**config.mk**
```make
export PLATFORM = sky130hd
export DESIGN_NAME = delay_sched
export DESIGN_NICKNAME = d
export VERILOG_FILES = /design/src/rtl/delay_sched.sv
export SDC_FILE = /design/constraint.sdc
export NUM_CORES = 1
export LEC_CHECK = 0
export ABC_AREA = 0
export BUFFER_PORTS_ARGS = -buffer_cell sky130_fd_sc_hd__buf_2
export CELL_PAD_IN_SITES_DETAIL_PLACEMENT = 1
export CELL_PAD_IN_SITES_GLOBAL_PLACEMENT = 1
export CORE_MARGIN = 5
export CORE_UTILIZATION = 30
export CTS_BUF_LIST = sky130_fd_sc_hd__clkbuf_4 sky130_fd_sc_hd__clkbuf_8 sky130_fd_sc_hd__clkbuf_16
export DETAILED_ROUTE_END_ITERATION = 10
export PLACE_DENSITY_LB_ADDON = 0.1
export SLEW_MARGIN = 20
export SYNTH_ARGS = -nofsm -noshare
export SYNTH_HDL_FRONTEND = slang
export SYNTH_SLANG_ARGS = --single-unit
export TNS_END_PERCENT = 10
```
**constraint.sdc**
```tcl
create_clock -name clk -period 2.8 [get_ports clk]
set_input_delay 0.56 -clock clk [delete_from_list [all_inputs] [get_ports clk]]
set_output_delay 0.56 -clock clk [all_outputs]
set_load 0.005 [all_outputs]
```
**src/rtl/delay_sched.sv**
```systemverilog
// delay_sched: shares one saturating delay counter among NREQ
// requesters with round-robin arbitration and grant/done pulses.
module delay_sched #(
  parameter int NREQ  = 4,
  parameter int CBITS = 15,
  parameter int N     = 17500
) (
  input  logic                     clk,
  input  logic                     rst,
  input  logic [NREQ-1:0]          req,
  input  logic [NREQ*CBITS-1:0]    len,
  output logic [NREQ-1:0]          gnt,
  output logic [NREQ-1:0]          done,
  output logic                     busy,
  output logic [$clog2(NREQ)-1:0]  owner,
  output logic                     err
);

  localparam int IW = $clog2(NREQ);

  typedef enum logic [1:0] {
    S_IDLE,
    S_RUN,
    S_DONE
  } state_t;

  state_t           r_state;
  state_t           w_nxt;
  logic [CBITS-1:0] r_cnt;
  logic [CBITS-1:0] r_tgt;
  logic [IW-1:0]    r_ptr;
  logic [IW-1:0]    r_owner;
  logic [NREQ-1:0]  r_gnt;
  logic [NREQ-1:0]  r_done;
  logic             r_err;

  logic             w_any;
  logic [IW-1:0]    w_sel;
  logic [IW-1:0]    w_nptr;
  logic [CBITS-1:0] w_len;
  logic [CBITS-1:0] w_tgt;
  logic             w_over;
  logic             w_fin;
  logic [NREQ-1:0]  w_one;

  // Pick the first pending request at or after the rotating pointer.
  always_comb begin
    int v_idx;
    w_any = 1'b0;
    w_sel = '0;
    v_idx = 0;
    for (int i = 0; i < NREQ; i++) begin
      v_idx = int'(r_ptr) + i;
      if (v_idx >= NREQ) v_idx = v_idx - NREQ;
      if (!w_any && req[v_idx]) begin
        w_any = 1'b1;
        w_sel = IW'(v_idx);
      end
    end
  end

  assign w_len  = len[w_sel*CBITS +: CBITS];
  assign w_over = w_len > CBITS'(N);
  assign w_tgt  = w_over ? CBITS'(N) : w_len;
  assign w_nptr = (w_sel == IW'(NREQ-1)) ? '0 : w_sel + 1'b1;
  assign w_fin  = r_cnt >= r_tgt;
  assign w_one  = {{(NREQ-1){1'b0}}, 1'b1};

  // State register.
  always_ff @(posedge clk or negedge rst) begin
    if (!rst) r_state <= S_IDLE;
    else      r_state <= w_nxt;
  end

  // Next-state decode: grant, count out, one done cycle.
  always_comb begin
    w_nxt = r_state;
    unique case (r_state)
      S_IDLE:  if (w_any) w_nxt = S_RUN;
      S_RUN:   if (w_fin) w_nxt = S_DONE;
      S_DONE:  w_nxt = S_IDLE;
      default: w_nxt = S_IDLE;
    endcase
  end

  // Datapath: latch grant parameters, count, and emit pulses.
  always_ff @(posedge clk or negedge rst) begin
    if (!rst) begin
      r_cnt   <= '0;
      r_tgt   <= '0;
      r_ptr   <= '0;
      r_owner <= '0;
      r_gnt   <= '0;
      r_done  <= '0;
      r_err   <= 1'b0;
    end else begin
      r_gnt  <= '0;
      r_done <= '0;
      unique case (r_state)
        S_IDLE: begin
          if (w_any) begin
            r_owner <= w_sel;
            r_tgt   <= w_tgt;
            r_cnt   <= '0;
            r_gnt   <= w_one << w_sel;
            r_ptr   <= w_nptr;
            if (w_over) r_err <= 1'b1;
          end
        end
        S_RUN: begin
          if (w_fin) r_done <= w_one << r_owner;
          else       r_cnt  <= r_cnt + 1'b1;
        end
        default: ;
      endcase
    end
  end

  assign gnt   = r_gnt;
  assign done  = r_done;
  assign busy  = (r_state != S_IDLE);
  assign owner = r_owner;
  assign err   = r_err;

endmodule

```
# Word level (Yosys, flattened, before mapping)
# Cells that the tools add are included.
# Widths: inputs -> output; s select.
# op_classes
muxes	36
order_cmp	10
n_div	0
add_sub_neg	9
shifts	3
n_reduce_logical	13
n_bitwise	0
eq_ne	5
n_mul	1
# ops
cell	count
$lt 32x4->1 const B	4
$mux 32	4
$shiftx 60x7->15	1
$mux 15	3
$pmux 15 s2	1
$mux 4	4
$add 15x1->15 const B	1
$ge 15x15->1	1
$gt 15x15->1 const B	1
$mux 2	7
$mux 1	12
$sub 3x3->4 const B	3
$ge 3x3->1 const B	3
$bmux 1 s2	4
$shl 1x2->4 const A	2
$add 2x2->3 const B	2
$mul 2x4->6 const B	1
$ne 2x2->1 const B	3
$reduce_and 3->1	2
$pmux 2 s2	1
$reduce_and 2->1	2
$reduce_bool 2->1	2
$sub 2x3->4 const B	1
$add 2x1->3 const B	1
7 further kinds	11
# totals
ram_bits	0
romBits	0
regBits	45
latchBits	0
memories	0

# Longest topological paths before layout
# depth
word_depth	19
ltp_mapped	12
depth_no_buf	11

# Least setup slack after synthesis
# Ideal clock, no wire load.
# synth_path
path_kind	reg-to-reg
start	register r_cnt[9]
end	register r_cnt[9]
n_path_buf	0
stages_incl_launch_ff	11
arrival_ps	2777
required_time_ps	2722
synth_period_minus_slack_ps	2855
path_slack_ps	-55
setup_ps	78
cell_sequence	dfrtp_1 ha_1 a21o_1 a21o_1 a21o_1 a211oi_2 o21bai_1 o31a_1 or4_4 or3_1 a21oi_1
# synth_via
elab_chain_len	3
word_cells_on_any_way	6
cone_classes	add/sub (1); order compare (1); eq/ne (1); mux (2); reduce/logical (1)
# synth_rtl
element	line_no	text
start: declaration	29	logic [CBITS-1:0] r_cnt;
start signal: assignment	112	else r_cnt <= r_cnt + 1'b1;
$add 15x1->15 or $ge 15x15->1 (tied branches)	112, 66	
$mux 15 or $ne 2x2->1 (tied branches)	-	
$pmux 15 s2 or $reduce_and 3->1 (tied branches)	-	
# Several ways; a longest one is shown, not always the timed one. The select of a mux whose other input is x is not followed.
# A chain may end at the register's enable or synchronous reset.

# Worst setup path after layout
# layout_path
start	register r_tgt[0]
end	register r_cnt[9]
# layout_via
elab_chain_len	3
# layout_rtl
element	line_no	text
start: declaration	30	logic [CBITS-1:0] r_tgt;
start signal: assignment	103	r_tgt <= w_tgt;
$ge 15x15->1	66	assign w_fin = r_cnt >= r_tgt;
$ne 2x2->1 (no source line)	-	
$reduce_and 3->1 (no source line)	-	
# Every way passes these cells.

==> out/results.txt <==
Finished layout cell area: 4190 µm²
Post-synth EDFFs: 0
Layout Utilization: 0.411
Post-DP Area: 4010 µm²
Drt pass-1 iters: 4
Vias: 2923
Area Overhead vs Synth: 36.0%
Port Buf Inserts: 77
Synth Cell Area: 3080 µm²
Worst Tran Pin Value: 0.789 ns
Status: complete, no violations
Crit Path Category: register to register
Initial antenna violation count: 0
Final nets: 556
DIE AREA: 12400 µm²
Asr flop ratio synth: 1.00
TritonCTS clock tree: built
Synth area leader: dfrtp_1
Worst slew margin: 0.473
Core box area: 10200 µm²
Routed Antenna Nets: 0
Setup violations, final: 0
Number of antenna diodes: 0
Via-to-Cell Ratio: 4.82
CTS max path bufs: 2
Root buf cell: clkbuf_8
Final GP Congestion: 0.775
Syn Nets: 430
RSZ-0062 raised after global routing: true
Crit start category: register
Top_reg_cell synth: dfrtp_1
Clock Sink Count: 45
H-tree Lvls: 2
DRC violations left: 0
# Max-Cap Violations: 0
DP HPWL: 7.48 mm
Yosys warns: 0
Mapped Avg Cell Area: 8.95 µm²
Worst-path clk slew: 0.09 ns
CP required: 3.03 ns
Worst VDD drop: 338 µV
Ranking of synthesized cells by area: dfrtp_1 (37%), ha_1 (8.1%), nand3_1 (5.7%), o21ai_0 (4.2%), nand2_1 (4.0%)
Final Hold Slack: 0.209 ns
Layout Cells excl Fill: 607
Placed insts: 597
Total grt overflow: 0
Class of the most critical hold timing path: primary input to async pin
Initial Utilization: 0.302
Worst setup skew after layout: 0.0106 ns
Number of global-route vias before repair: 3240
Largest net degree at the start of global routing: 26
Gr usage total: 0.152
Max Transition Viols Final: 0
First-pass GRT wire length: 15.8 mm
Total CTS buffers: 5
Die Ht: 111 µm
Sequential area share after synthesis: 0.366
Leakage: 2.12 nW
FMAX: 362 MHz
Top-area cell type share of the netlist area: 0.366
Yosys reg bits: 45
DRT iter0 DRCs: 119
Library cells used by synthesis: 61
Pwr Density: 787 nW/µm²
Die width: 111 µm
Final wirelength: 9.04 mm
Post-layout min period: 2.76 ns
Crit path max fanout: 4
Hold Buf Count CTS: 0
Latest clock arrival within the worst-skew pair: 0.30 ns
WL/cell: 14.9 µm
Critical path arrival: 2.99 ns
IO Pins: 78
Final Hold Vio Count: 0
Syn Inst Count: 344
Period Utilization, post-route: 0.986
Endpoint type of the worst setup path: register
Proportion of layout cells with a drive suffix above 1: 0.391
Number of cell rows: 37
Setup TNS: 0 ns
cells by family after synthesis:
kind of cell	after synthesis	share of synthesized area
buffers and inverters	41	0.0605
AO/OA/AOI/OAI	79	0.187
adder cells (fa/ha/maj)	20	0.0813
multiplexers	10	0.0337
XOR/XNOR	10	0.0284
AND/OR/NAND/NOR	139	0.243
flip-flops	45	0.366
Yosys cell counts (6+ instances only):
cell,n
dfrtp_1,45
nand3_1,35
nand2_1,33
o21ai_0,26
inv_1,24
ha_1,20
nor2_1,19
and3_1,11
clkbuf_1,9
xnor2_1,9
a211oi_1,7
mux2i_1,7
o22ai_1,7
a21oi_1,6
nor3_1,6
flip-flops by register name (all words and copies together), names as in the netlist:
name and count:
r_cnt 15, r_tgt 15, done 4, gnt 4, owner 2, r_ptr 2
r_state 2, err 1
routing by layer:
| metal | track usage | vias to the layer above | part of all wire |
|---|---|---|---|
| li1 | - | 1489 | - |
| met1 | 0.208 | 1370 | 0.49 |
| met2 | 0.251 | 60 | 0.46 |
| met3 | 0.0317 | 4 | 0.042 |
| met4 | 0.0268 | 0 | 0.0071 |
| met5 | 0 | - | 0 |
where the power goes:
group	internal [mW]	total [mW]	leakage, nW	switching, mW
Sequential	0.835	0.976	0.572	0.141
Combinational	0.947	1.93	1.50	0.979
Clock	0.173	0.395	0.0439	0.223
path summary, 6_finish.rpt:
kind / cells after the start / to / from / slack, ns
setup / recovery: 10 / r_cnt[9] / r_tgt[0] / 0.04
hold / removal: 1 / gnt[0] / rst / 0.21
setup reg to reg: 10 / r_cnt[9] / r_tgt[0] / 0.04
hold reg to reg: 2 / r_tgt[14] / r_tgt[14] / 0.49
max in group asynchronous: 2 / r_cnt[3] / rst / 1.87
min in group clk: 2 / r_tgt[14] / r_tgt[14] / 0.49
critical path, stage by stage, from the launching register on:
cell	delay, ns
dfrtp_1	0.41
ha_1	0.27
nand2b_1	0.14
a21o_1	0.17
a21oi_1	0.14
o21ai_1	0.09
o221a_2	0.26
o31a_1	0.29
or4_4	0.45
or3_1	0.34
a21oi_2	0.12
stage by stage:
step	worst slack (ns)	total power [mW]
final	0.0403	3.30
after floorplan	0.0568	2.10
after detailed placement	-0.197	2.90
after CTS	-0.0137	3.32
after global placement	-0.140	2.84
after global routing	-0.0962	3.64
cell type report:
cell class / count / area [µm²]
Fill cell: 1264 / 6000
Multi-Input combinational cell: 258 / 1850
Sequential cell: 45 / 1130
Timing Repair Buffer: 135 / 858
Tap cell: 136 / 170
Inverter: 25 / 96.3
Clock buffer: 5 / 68.8
Clock inverter: 3 / 17.5
placed cells by master, fill, tap and decap left out, types with 4 or more instances in the layout:
| cell type | instances |
|---|---|
| buf_2 | 77 |
| buf_4 | 55 |
| dfrtp_1 | 44 |
| nand3_1 | 35 |
| nand2_1 | 33 |
| o21ai_0 | 25 |
| inv_1 | 22 |
| ha_1 | 19 |
| nor2_1 | 18 |
| and3_1 | 11 |
| xnor2_1 | 9 |
| mux2i_1 | 7 |
| o22ai_1 | 7 |
| nor3_2 | 5 |
| and2_1 | 5 |
| a21o_1 | 5 |
| clkbuf_8 | 5 |
| a21oi_1 | 4 |
| nand4_1 | 4 |
| a211oi_2 | 4 |
| a211oi_1 | 4 |
repair_timing:
action                                  CTS  global route
resized for setup                         3            15
endpoints found under the setup margin    3            20
buffers inserted                          0             2
pin swaps                                 4             6
Power figures use the tool's default switching activity.
